<file path="config.mk">
export PLATFORM = sky130hd
export DESIGN_NAME = cpu_block_xfer_seq
export DESIGN_NICKNAME = d
export VERILOG_FILES = /design/src/rtl/cpu_block_xfer_seq.sv
export SDC_FILE = /design/constraint.sdc
export NUM_CORES = 1
export LEC_CHECK = 0
export BUFFER_PORTS_ARGS = -buffer_cell sky130_fd_sc_hd__buf_2
export CAP_MARGIN = 30
export CELL_PAD_IN_SITES_DETAIL_PLACEMENT = 1
export CELL_PAD_IN_SITES_GLOBAL_PLACEMENT = 1
export CORE_ASPECT_RATIO = 1.5
export CORE_UTILIZATION = 47
export CTS_CLUSTER_SIZE = 28
export DETAILED_ROUTE_END_ITERATION = 10
export PLACE_DENSITY_LB_ADDON = 0.3
export SYNTH_ARGS = -nofsm -noshare
export SYNTH_HDL_FRONTEND = slang
export SYNTH_SLANG_ARGS = --single-unit
</file>
<file path="constraint.sdc">
create_clock -name clk -period 13.2 [get_ports clk]
set_input_delay 1.32 -clock clk [delete_from_list [all_inputs] [get_ports clk]]
set_output_delay 1.32 -clock clk [all_outputs]
set_load 0.005 [all_outputs]
</file>
<file path="src/rtl/cpu_block_xfer_seq.sv">
// Block-transfer sequencer for LDM/STM and Thumb PUSH/POP/LDMIA/STMIA.
// It issues one word beat per listed register, lowest register first, then optionally pulses base writeback.
module cpu_block_xfer_seq #(
    parameter int NUM_REGS = 16,
    parameter int ADDR_W   = 32,
    parameter int IDX_W    = $clog2(NUM_REGS)
) (
    input  logic                clk,
    input  logic                reset,
    input  logic                start,
    input  logic                is_load,
    input  logic                P,
    input  logic                U,
    input  logic                S,
    input  logic                W,
    input  logic [IDX_W-1:0]    rn,
    input  logic [NUM_REGS-1:0] reg_list,
    input  logic [ADDR_W-1:0]   base,
    output logic                busy,
    output logic                mem_req,
    output logic [ADDR_W-1:0]   mem_addr,
    input  logic                mem_ack,
    output logic [IDX_W-1:0]    xfer_reg,
    output logic                xfer_first,
    output logic                xfer_last,
    output logic                force_user,
    output logic                wb_en,
    output logic [ADDR_W-1:0]   wb_value,
    output logic                done
);

    typedef enum logic [1:0] {
        IDLE = 2'd0,
        XFER = 2'd1,
        WB   = 2'd2,
        DONE = 2'd3
    } state_t;

    localparam logic [ADDR_W-1:0]   FOUR       = ADDR_W'(3'd4);
    localparam logic [ADDR_W-1:0]   ALIGN_MASK = {{(ADDR_W-2){1'b1}}, 2'b00};
    localparam logic [NUM_REGS-1:0] LIST_ONE   = NUM_REGS'(1'b1);
    localparam logic [IDX_W:0]      CNT_ONE    = (IDX_W+1)'(1'b1);

    function automatic logic [IDX_W:0] popcount(input logic [NUM_REGS-1:0] m);
        popcount = {(IDX_W+1){1'b0}};
        for (int i = 0; i < NUM_REGS; i++) begin
            popcount = popcount + {{IDX_W{1'b0}}, m[i]};
        end
    endfunction

    function automatic logic [IDX_W-1:0] lowest_idx(input logic [NUM_REGS-1:0] m);
        lowest_idx = {IDX_W{1'b0}};
        for (int i = NUM_REGS - 1; i >= 0; i--) begin
            if (m[i]) begin
                lowest_idx = IDX_W'(i);
            end
        end
    endfunction

    state_t                state_r, state_s;
    logic [NUM_REGS-1:0]   rem_r, rem_s;
    logic                  wb_take_r, wb_take_s;
    logic                  busy_s, mem_req_s, xfer_first_s, xfer_last_s;
    logic                  force_user_s, wb_en_s, done_s;
    logic [ADDR_W-1:0]     mem_addr_s, wb_value_s;
    logic [IDX_W-1:0]      xfer_reg_s;

    // An empty list moves only the top register but spans the whole register file.
    logic [NUM_REGS-1:0]   eff_list_s;
    logic [IDX_W:0]        n_eff_s;
    logic [ADDR_W-1:0]     span_s, start_addr_s, wb_calc_s;
    logic [NUM_REGS-1:0]   rem_adv_s;

    assign eff_list_s = (reg_list == {NUM_REGS{1'b0}}) ? {1'b1, {(NUM_REGS-1){1'b0}}} : reg_list;
    assign n_eff_s    = (reg_list == {NUM_REGS{1'b0}}) ? (IDX_W+1)'(NUM_REGS) : popcount(reg_list);
    assign span_s     = ADDR_W'({n_eff_s, 2'b00});
    assign wb_calc_s  = U ? (base + span_s) : (base - span_s);
    assign rem_adv_s  = rem_r & (rem_r - LIST_ONE);

    // First beat address for the four addressing modes; the lowest register is always at the lowest address.
    always_comb begin
        case ({P, U})
            2'b01:   start_addr_s = base;
            2'b11:   start_addr_s = base + FOUR;
            2'b00:   start_addr_s = base - span_s + FOUR;
            2'b10:   start_addr_s = base - span_s;
            default: start_addr_s = base;
        endcase
    end

    // Next-state and next-output logic.
    always_comb begin
        state_s      = state_r;
        rem_s        = rem_r;
        wb_take_s    = wb_take_r;
        busy_s       = busy;
        mem_req_s    = mem_req;
        mem_addr_s   = mem_addr;
        xfer_reg_s   = xfer_reg;
        xfer_first_s = xfer_first;
        xfer_last_s  = xfer_last;
        force_user_s = force_user;
        wb_value_s   = wb_value;
        wb_en_s      = 1'b0;
        done_s       = 1'b0;
        case (state_r)
            IDLE: begin
                if (start) begin
                    state_s      = XFER;
                    rem_s        = eff_list_s;
                    wb_take_s    = W & ~(is_load & reg_list[rn]);
                    busy_s       = 1'b1;
                    mem_req_s    = 1'b1;
                    mem_addr_s   = start_addr_s & ALIGN_MASK;
                    xfer_reg_s   = lowest_idx(eff_list_s);
                    xfer_first_s = 1'b1;
                    xfer_last_s  = (popcount(eff_list_s) == CNT_ONE);
                    force_user_s = S;
                    wb_value_s   = wb_calc_s;
                end else begin
                    state_s = IDLE;
                end
            end
            XFER: begin
                if (mem_ack) begin
                    if (xfer_last) begin
                        rem_s        = {NUM_REGS{1'b0}};
                        mem_req_s    = 1'b0;
                        xfer_first_s = 1'b0;
                        xfer_last_s  = 1'b0;
                        if (wb_take_r) begin
                            state_s = WB;
                            wb_en_s = 1'b1;
                        end else begin
                            state_s      = DONE;
                            done_s       = 1'b1;
                            busy_s       = 1'b0;
                            force_user_s = 1'b0;
                        end
                    end else begin
                        rem_s        = rem_adv_s;
                        mem_addr_s   = mem_addr + FOUR;
                        xfer_reg_s   = lowest_idx(rem_adv_s);
                        xfer_first_s = 1'b0;
                        xfer_last_s  = (popcount(rem_adv_s) == CNT_ONE);
                    end
                end else begin
                    state_s = XFER;
                end
            end
            WB: begin
                state_s      = DONE;
                done_s       = 1'b1;
                busy_s       = 1'b0;
                force_user_s = 1'b0;
            end
            DONE: begin
                state_s = IDLE;
            end
            default: begin
                state_s   = IDLE;
                busy_s    = 1'b0;
                mem_req_s = 1'b0;
            end
        endcase
    end

    // State and registered outputs; reset aborts any transfer in flight.
    always_ff @(posedge clk) begin
        if (reset) begin
            state_r    <= IDLE;
            rem_r      <= {NUM_REGS{1'b0}};
            wb_take_r  <= 1'b0;
            busy       <= 1'b0;
            mem_req    <= 1'b0;
            mem_addr   <= {ADDR_W{1'b0}};
            xfer_reg   <= {IDX_W{1'b0}};
            xfer_first <= 1'b0;
            xfer_last  <= 1'b0;
            force_user <= 1'b0;
            wb_en      <= 1'b0;
            wb_value   <= {ADDR_W{1'b0}};
            done       <= 1'b0;
        end else begin
            state_r    <= state_s;
            rem_r      <= rem_s;
            wb_take_r  <= wb_take_s;
            busy       <= busy_s;
            mem_req    <= mem_req_s;
            mem_addr   <= mem_addr_s;
            xfer_reg   <= xfer_reg_s;
            xfer_first <= xfer_first_s;
            xfer_last  <= xfer_last_s;
            force_user <= force_user_s;
            wb_en      <= wb_en_s;
            wb_value   <= wb_value_s;
            done       <= done_s;
        end
    end

endmodule
</file>
After elaboration in Yosys (flattened, before gate mapping). Index checks and enable logic that the tools add are counted.

Add/subtract/negate cells: 51. $mul: 0. Divide/modulo/power cells: 0. Magnitude comparators: 1. Equal/unequal tests: 14. Shifts and indexed selects: 0. Mux-type cells: 76. Bitwise logic cells: 7. Reduce and logical (&&, ||, !) cells: 11.

Operator list (number): 5-bit by 1-bit adder with 5-bit output (33); 4-bit 2-to-1 mux (35); 32-bit 2-to-1 mux (4); 32-bit one-hot mux with 4 select lines (1); 32-bit by 3-bit adder with 32-bit output, second input constant (3); 16-bit 2-to-1 mux (4); 32-bit one-hot mux with 2 select lines (1); 32-bit by 7-bit adder with 32-bit output (1); 16-bit one-hot mux with 2 select lines (1); 32-bit by 7-bit subtractor with 32-bit output (1); 1-bit 2-to-1 mux (18); 16-bit bitwise AND (1); 16-bit zero test (1); 16-bit by 1-bit subtractor with 16-bit output, second input constant (1); 4-bit by 1-bit adder with 5-bit output (3); 3-bit by 1-bit adder with 4-bit output (3); 5-bit by 1-bit == test with 1-bit output, second input constant (2); 2-bit inequality test, second input constant (5); 2-bit by 1-bit adder with 3-bit output (3); 2-bit == test, second input constant (4); 1-bit one-hot mux with 2 select lines (4); 2-bit one-hot mux with 4 select lines (1); 4-bit one-hot mux with 2 select lines (1); 4-bit AND reduction (2); other kinds (17) (27).

Flip-flop bits (word level): 94. Bits in latches: 0. Bits in writable memories: 0. Bits in read-only memories: 0. Input bits: 61. Output and inout bits: 75. Word-level logic and storage cells: 173. Memories: 0.

Longest topological paths before layout.
Depth after elaboration: 21. Gate-level depth with buffers: 24. Mapped depth without buffers: 23.

Worst setup path after synthesis. No wires, ideal clock.

Path type: input to register. Start point: input reg_list[0]. End point: register mem_addr[27]. Setup time: 127 ps. Arrival: 7028 ps. Setup slack: 6045 ps. Stages on the path: 20. Cell sequence: inv_1 -> fa_1 -> fa_1 -> fa_1 -> fa_1 -> inv_1 -> ha_1 -> fa_1 -> a21oi_1 -> o21ai_0 -> ha_1 -> nand2b_1 -> nand3_1 -> nor4_1 -> a31oi_1 -> a22oi_4 -> nand4_4 -> or3_1 -> nand3_1 -> or3b_1.

Word-level cells in the longest chain between the ends: 21.

Ends and longest elaborated chain: start, declared (RTL line 17) `input logic [NUM_REGS-1:0] reg_list,`; 1-bit by 1-bit adder with 2-bit output (RTL line 47) `popcount = popcount + {{IDX_W{1'b0}}, m[i]};`; 2-bit by 1-bit adder with 3-bit output (RTL line 47); 3-bit by 1-bit adder with 4-bit output (RTL line 47); 4-bit by 1-bit adder with 5-bit output (RTL line 47); 5-bit by 1-bit adder with 5-bit output (11 in series) (RTL line 47); 5-bit 2-to-1 mux * (RTL line 75) `assign n_eff_s = (reg_list == {NUM_REGS{1'b0}}) ? (IDX_W+1)'(NUM_REGS) : popcount(reg_list);`; 32-bit by 7-bit subtractor with 32-bit output * (RTL line 85, 86); 32-bit by 3-bit adder with 32-bit output (RTL line 85) `2'b00: start_addr_s = base - span_s + FOUR;`; 32-bit one-hot mux with 4 select lines * (RTL line 82) `case ({P, U})`; 32-bit 2-to-1 mux * (RTL line 108) `if (start) begin`; 32-bit one-hot mux with 2 select lines * (RTL line 106) `case (state_r)`; end signal, assigned (RTL line 176) `mem_addr <= {ADDR_W{1'b0}};`; end signal, assigned (RTL line 190) `mem_addr <= mem_addr_s;`; end, declared (RTL line 21) `output logic [ADDR_W-1:0] mem_addr,`.

Mark *: on every way between the ends. The rest lies on a longest branch, timed or not. The select of a mux whose other input is x is not followed. A chain may end at the register's enable or synchronous reset.

Final worst setup path.
Start point: input reg_list[0]. End point: register mem_addr[26].

The elaborated chain is that of the path after synthesis.

==> impl_metrics.env <==
export IMPL_hold_violations=0
export IMPL_rsz0062_at_grt="false"
export IMPL_postLayoutSetupSlackWorst_ns=5.16
export IMPL_first_global_vias=11300
export IMPL_final_antenna_net_count=0
export IMPL_cts_root_buf="clkbuf_16"
export IMPL_cts_hold_buf=0
export IMPL_crit_slowest_cell="a211oi_1"
export IMPL_grt_start_max_net_pins=53
export IMPL_ys_types=94
export IMPL_synth_top_cell_by_area="dfxtp_1"
export IMPL_die_w_um=121
export IMPL_insertedDiodeCount=0
export IMPL_finalMaxSlewViolations=0
export IMPL_vias=10900
export IMPL_critical_path_class="in2reg"
export IMPL_dpl_worst_slack_ns=4.85
export IMPL_reg2reg_from="rem_r[1]"
export IMPL_switchingPower_mw=0.693
export IMPL_crit_family="adder cells"
export IMPL_setup_tns_ns=0
export IMPL_cts_sinks=92
export IMPL_drive_gt1_share_pct=14.7
export IMPL_regMostFlops="wb_value"
export IMPL_cts_inserted_buffers=9
export IMPL_grt_usage_pct=35.8
export IMPL_drtIter0Drc=680
export IMPL_critPathBufInv=3
export IMPL_crit_path_end_kind="flip-flop"
export IMPL_synth_edf_count=0
export IMPL_seqPwrFrac_pct=24.4
export IMPL_grt_ovfl_total=0
export IMPL_period_share_pct=60.9
export IMPL_yosysSeqAreaShare_pct=18.6
export IMPL_clk_latency_ns=0.37
export IMPL_netSwitchingFraction_pct=47.8
export IMPL_worst_path_max_fanout=7
export IMPL_path_clk_slew_ns=0.07
export IMPL_drv_cap=0
export IMPL_final_area_um2=10900
export IMPL_async_flop_share_pct=0
export IMPL_dieArea_um2=21700
export IMPL_antenna_found_initial=0
export IMPL_synth_area_top_cells="dfxtp_1 (19%), fa_1 (6.3%), nand2_1 (6.1%)"
export IMPL_setup_viol=0
export IMPL_outcome="completed"
export IMPL_p_leak_nw=4.43
export IMPL_place_area_um2=10600
export IMPL_clock_skew_ns=0.0119
export IMPL_routedWlPerCell_um=22.4
export IMPL_final_seq_area_um2=1840
export IMPL_fin_util_pct=53.1
export IMPL_internal_power_mw=0.758
export IMPL_p_clk_share_pct=18.3
export IMPL_p_per_area_nw_per_um2=133
export IMPL_total_power_mw=1.45
export IMPL_top_regs="wb_value (32), mem_addr (30), rem_r (16)"
export IMPL_period_needed_ns=8.04
export IMPL_yosysTopAreaCellShare_pct=18.6
export IMPL_post_cts_resized=0
export IMPL_critical_path_most_common_cell="fa_1"
export IMPL_min_from="wb_value[31]"
export IMPL_dp_hpwl_um=28800
export IMPL_cts_buffer_depth=2
export IMPL_placedCellCount=1688
export IMPL_area_growth_syn_to_layout_pct=9.87
export IMPL_multi_input_area_um2=7310
export IMPL_synth_seq_cells=92
export IMPL_htreeDepth=3
export IMPL_avgSynthCellArea_um2=7.20
export IMPL_grt_pass1_wl_um=60600
export IMPL_synth_common_cells="nand2_1 (162), nor2_1 (124), a21oi_1 (116)"
export IMPL_nFillCells=2741
export IMPL_io_buffers=133
export IMPL_worstPathRequired_ns=13.44
export IMPL_largest_register_ff_count=32
export IMPL_post_cts_buffers=0
export IMPL_rows=64
export IMPL_ios=136
export IMPL_ff2ff_path_depth=17
export IMPL_crit_chain="buf_2 > inv_1 > fa_1 > fa_1 > fa_1 > fa_1 > inv_1 > ha_1 > fa_1 > nand2_1 > fa_1 > a21o_1 > a21oi_1 > xor2_1 > a32oi_1 > a211oi_1 > nand4_1 > or3_1 > a41oi_1 > a21oi_1"
export IMPL_drc=0
export IMPL_start_util_pct=48.3
export IMPL_fin_cells=1703
export IMPL_synthesis_area_um2=9900
export IMPL_fmax_mhz=124
export IMPL_cp_num_cells=20
export IMPL_critPathMaxStageDelay_ns=0.90
export IMPL_holdPathStages=2
export IMPL_hold_class="reg2reg"
export IMPL_drt_first_pass_iters=5
export IMPL_critPathLaunchType="input pin"
export IMPL_core_area_um2=20500
export IMPL_slew_headroom_pct=31.0
export IMPL_ys_warn_count=0
export IMPL_fin_hold_ws_ns=0.453
export IMPL_critPathArrivalTime_ns=8.29
export IMPL_irDropWorstVdd_uv=87.7
export IMPL_tritoncts="done"
export IMPL_via_per_inst=6.38
export IMPL_synth_most_common_cell="nand2_1"
export IMPL_die_y_um=180
export IMPL_gp_congestion=1.02
export IMPL_tightest_slew_ns=1.03
export IMPL_nets=1565
export IMPL_wirelength_um=38100
export IMPL_syn_inst=1376
export IMPL_pwr_share_comb_pct=57.2
export IMPL_crit_start="reg_list[0]"
export IMPL_synthFlopType="dfxtp_1"
## layout make-up
type                            instances  area share, %
Multi-Input combinational cell       1091           67.1
Sequential cell                        92           16.9
Timing Repair Buffer                  146           6.99
Inverter                               95           3.28
Tap cell                              264           3.04
Clock buffer                           11           2.32
Clock inverter                          4          0.299
## path summary, 6_finish.rpt
check,slack (ns),to
setup / recovery,5.16,mem_addr[26]
hold / removal,0.45,wb_value[31]
setup reg to reg,7.15,xfer_last
hold reg to reg,0.45,wb_value[31]
## placed cells by master, fill, tap and decap left out, types with 8 or more instances in the layout
cell type    n
nand2_1    162
buf_2      134
nor2_1     123
a21oi_1    115
inv_1       92
dfxtp_1     92
o21ai_0     74
xnor2_1     50
nand3_1     45
nor3_1      43
ha_1        37
fa_1        31
a31oi_1     23
and3_1      22
or3_1       21
a211oi_1    21
xor2_1      20
and2_1      17
nor4_1      17
a22oi_1     15
o22ai_1     15
a21o_1      14
o211ai_1    13
nand2b_1    12
buf_4       12
nor2b_1     10
nand4_1     10
or4_1        9
a221oi_1     9
a311oi_1     9
clkbuf_16    9
or2_2        8
## tightest hold or removal path, cell delays in order, from the launching register on
cell	delay, ns
dfxtp_1	0.31
nand2_1	0.05
a21oi_1	0.05
## power by group through the flow
stage / sequential (mW) / combinational (mW) / clock [mW]
2_1_floorplan: 0.347 / 0.577 / 0
3_3_place_gp: 0.358 / 0.784 / 0
3_5_place_dp: 0.359 / 0.815 / 0
4_1_cts: 0.353 / 0.822 / 0.267
5_1_grt: 0.360 / 0.912 / 0.279
6_report: 0.354 / 0.830 / 0.266
## layer usage
layer	up-vias	share of wire (%)	GRT usage, %
li1	5042	-	-
met1	5290	38	39.9
met2	394	50	62.8
met3	137	5.3	5.84
met4	0	6.0	22.2
met5	-	0	0
## logic make-up after synthesis
group / synth area share [%]
other: 0.0379
adders and majority gates: 11.2
AOI/OAI and AO/OA: 25.9
and+or+nand+nor: 27.7
DFF: 18.6
buffers and inverters: 7.81
xor gates and xnor gates: 6.19
muxes: 2.64
(Power assumes the default switching activity.)
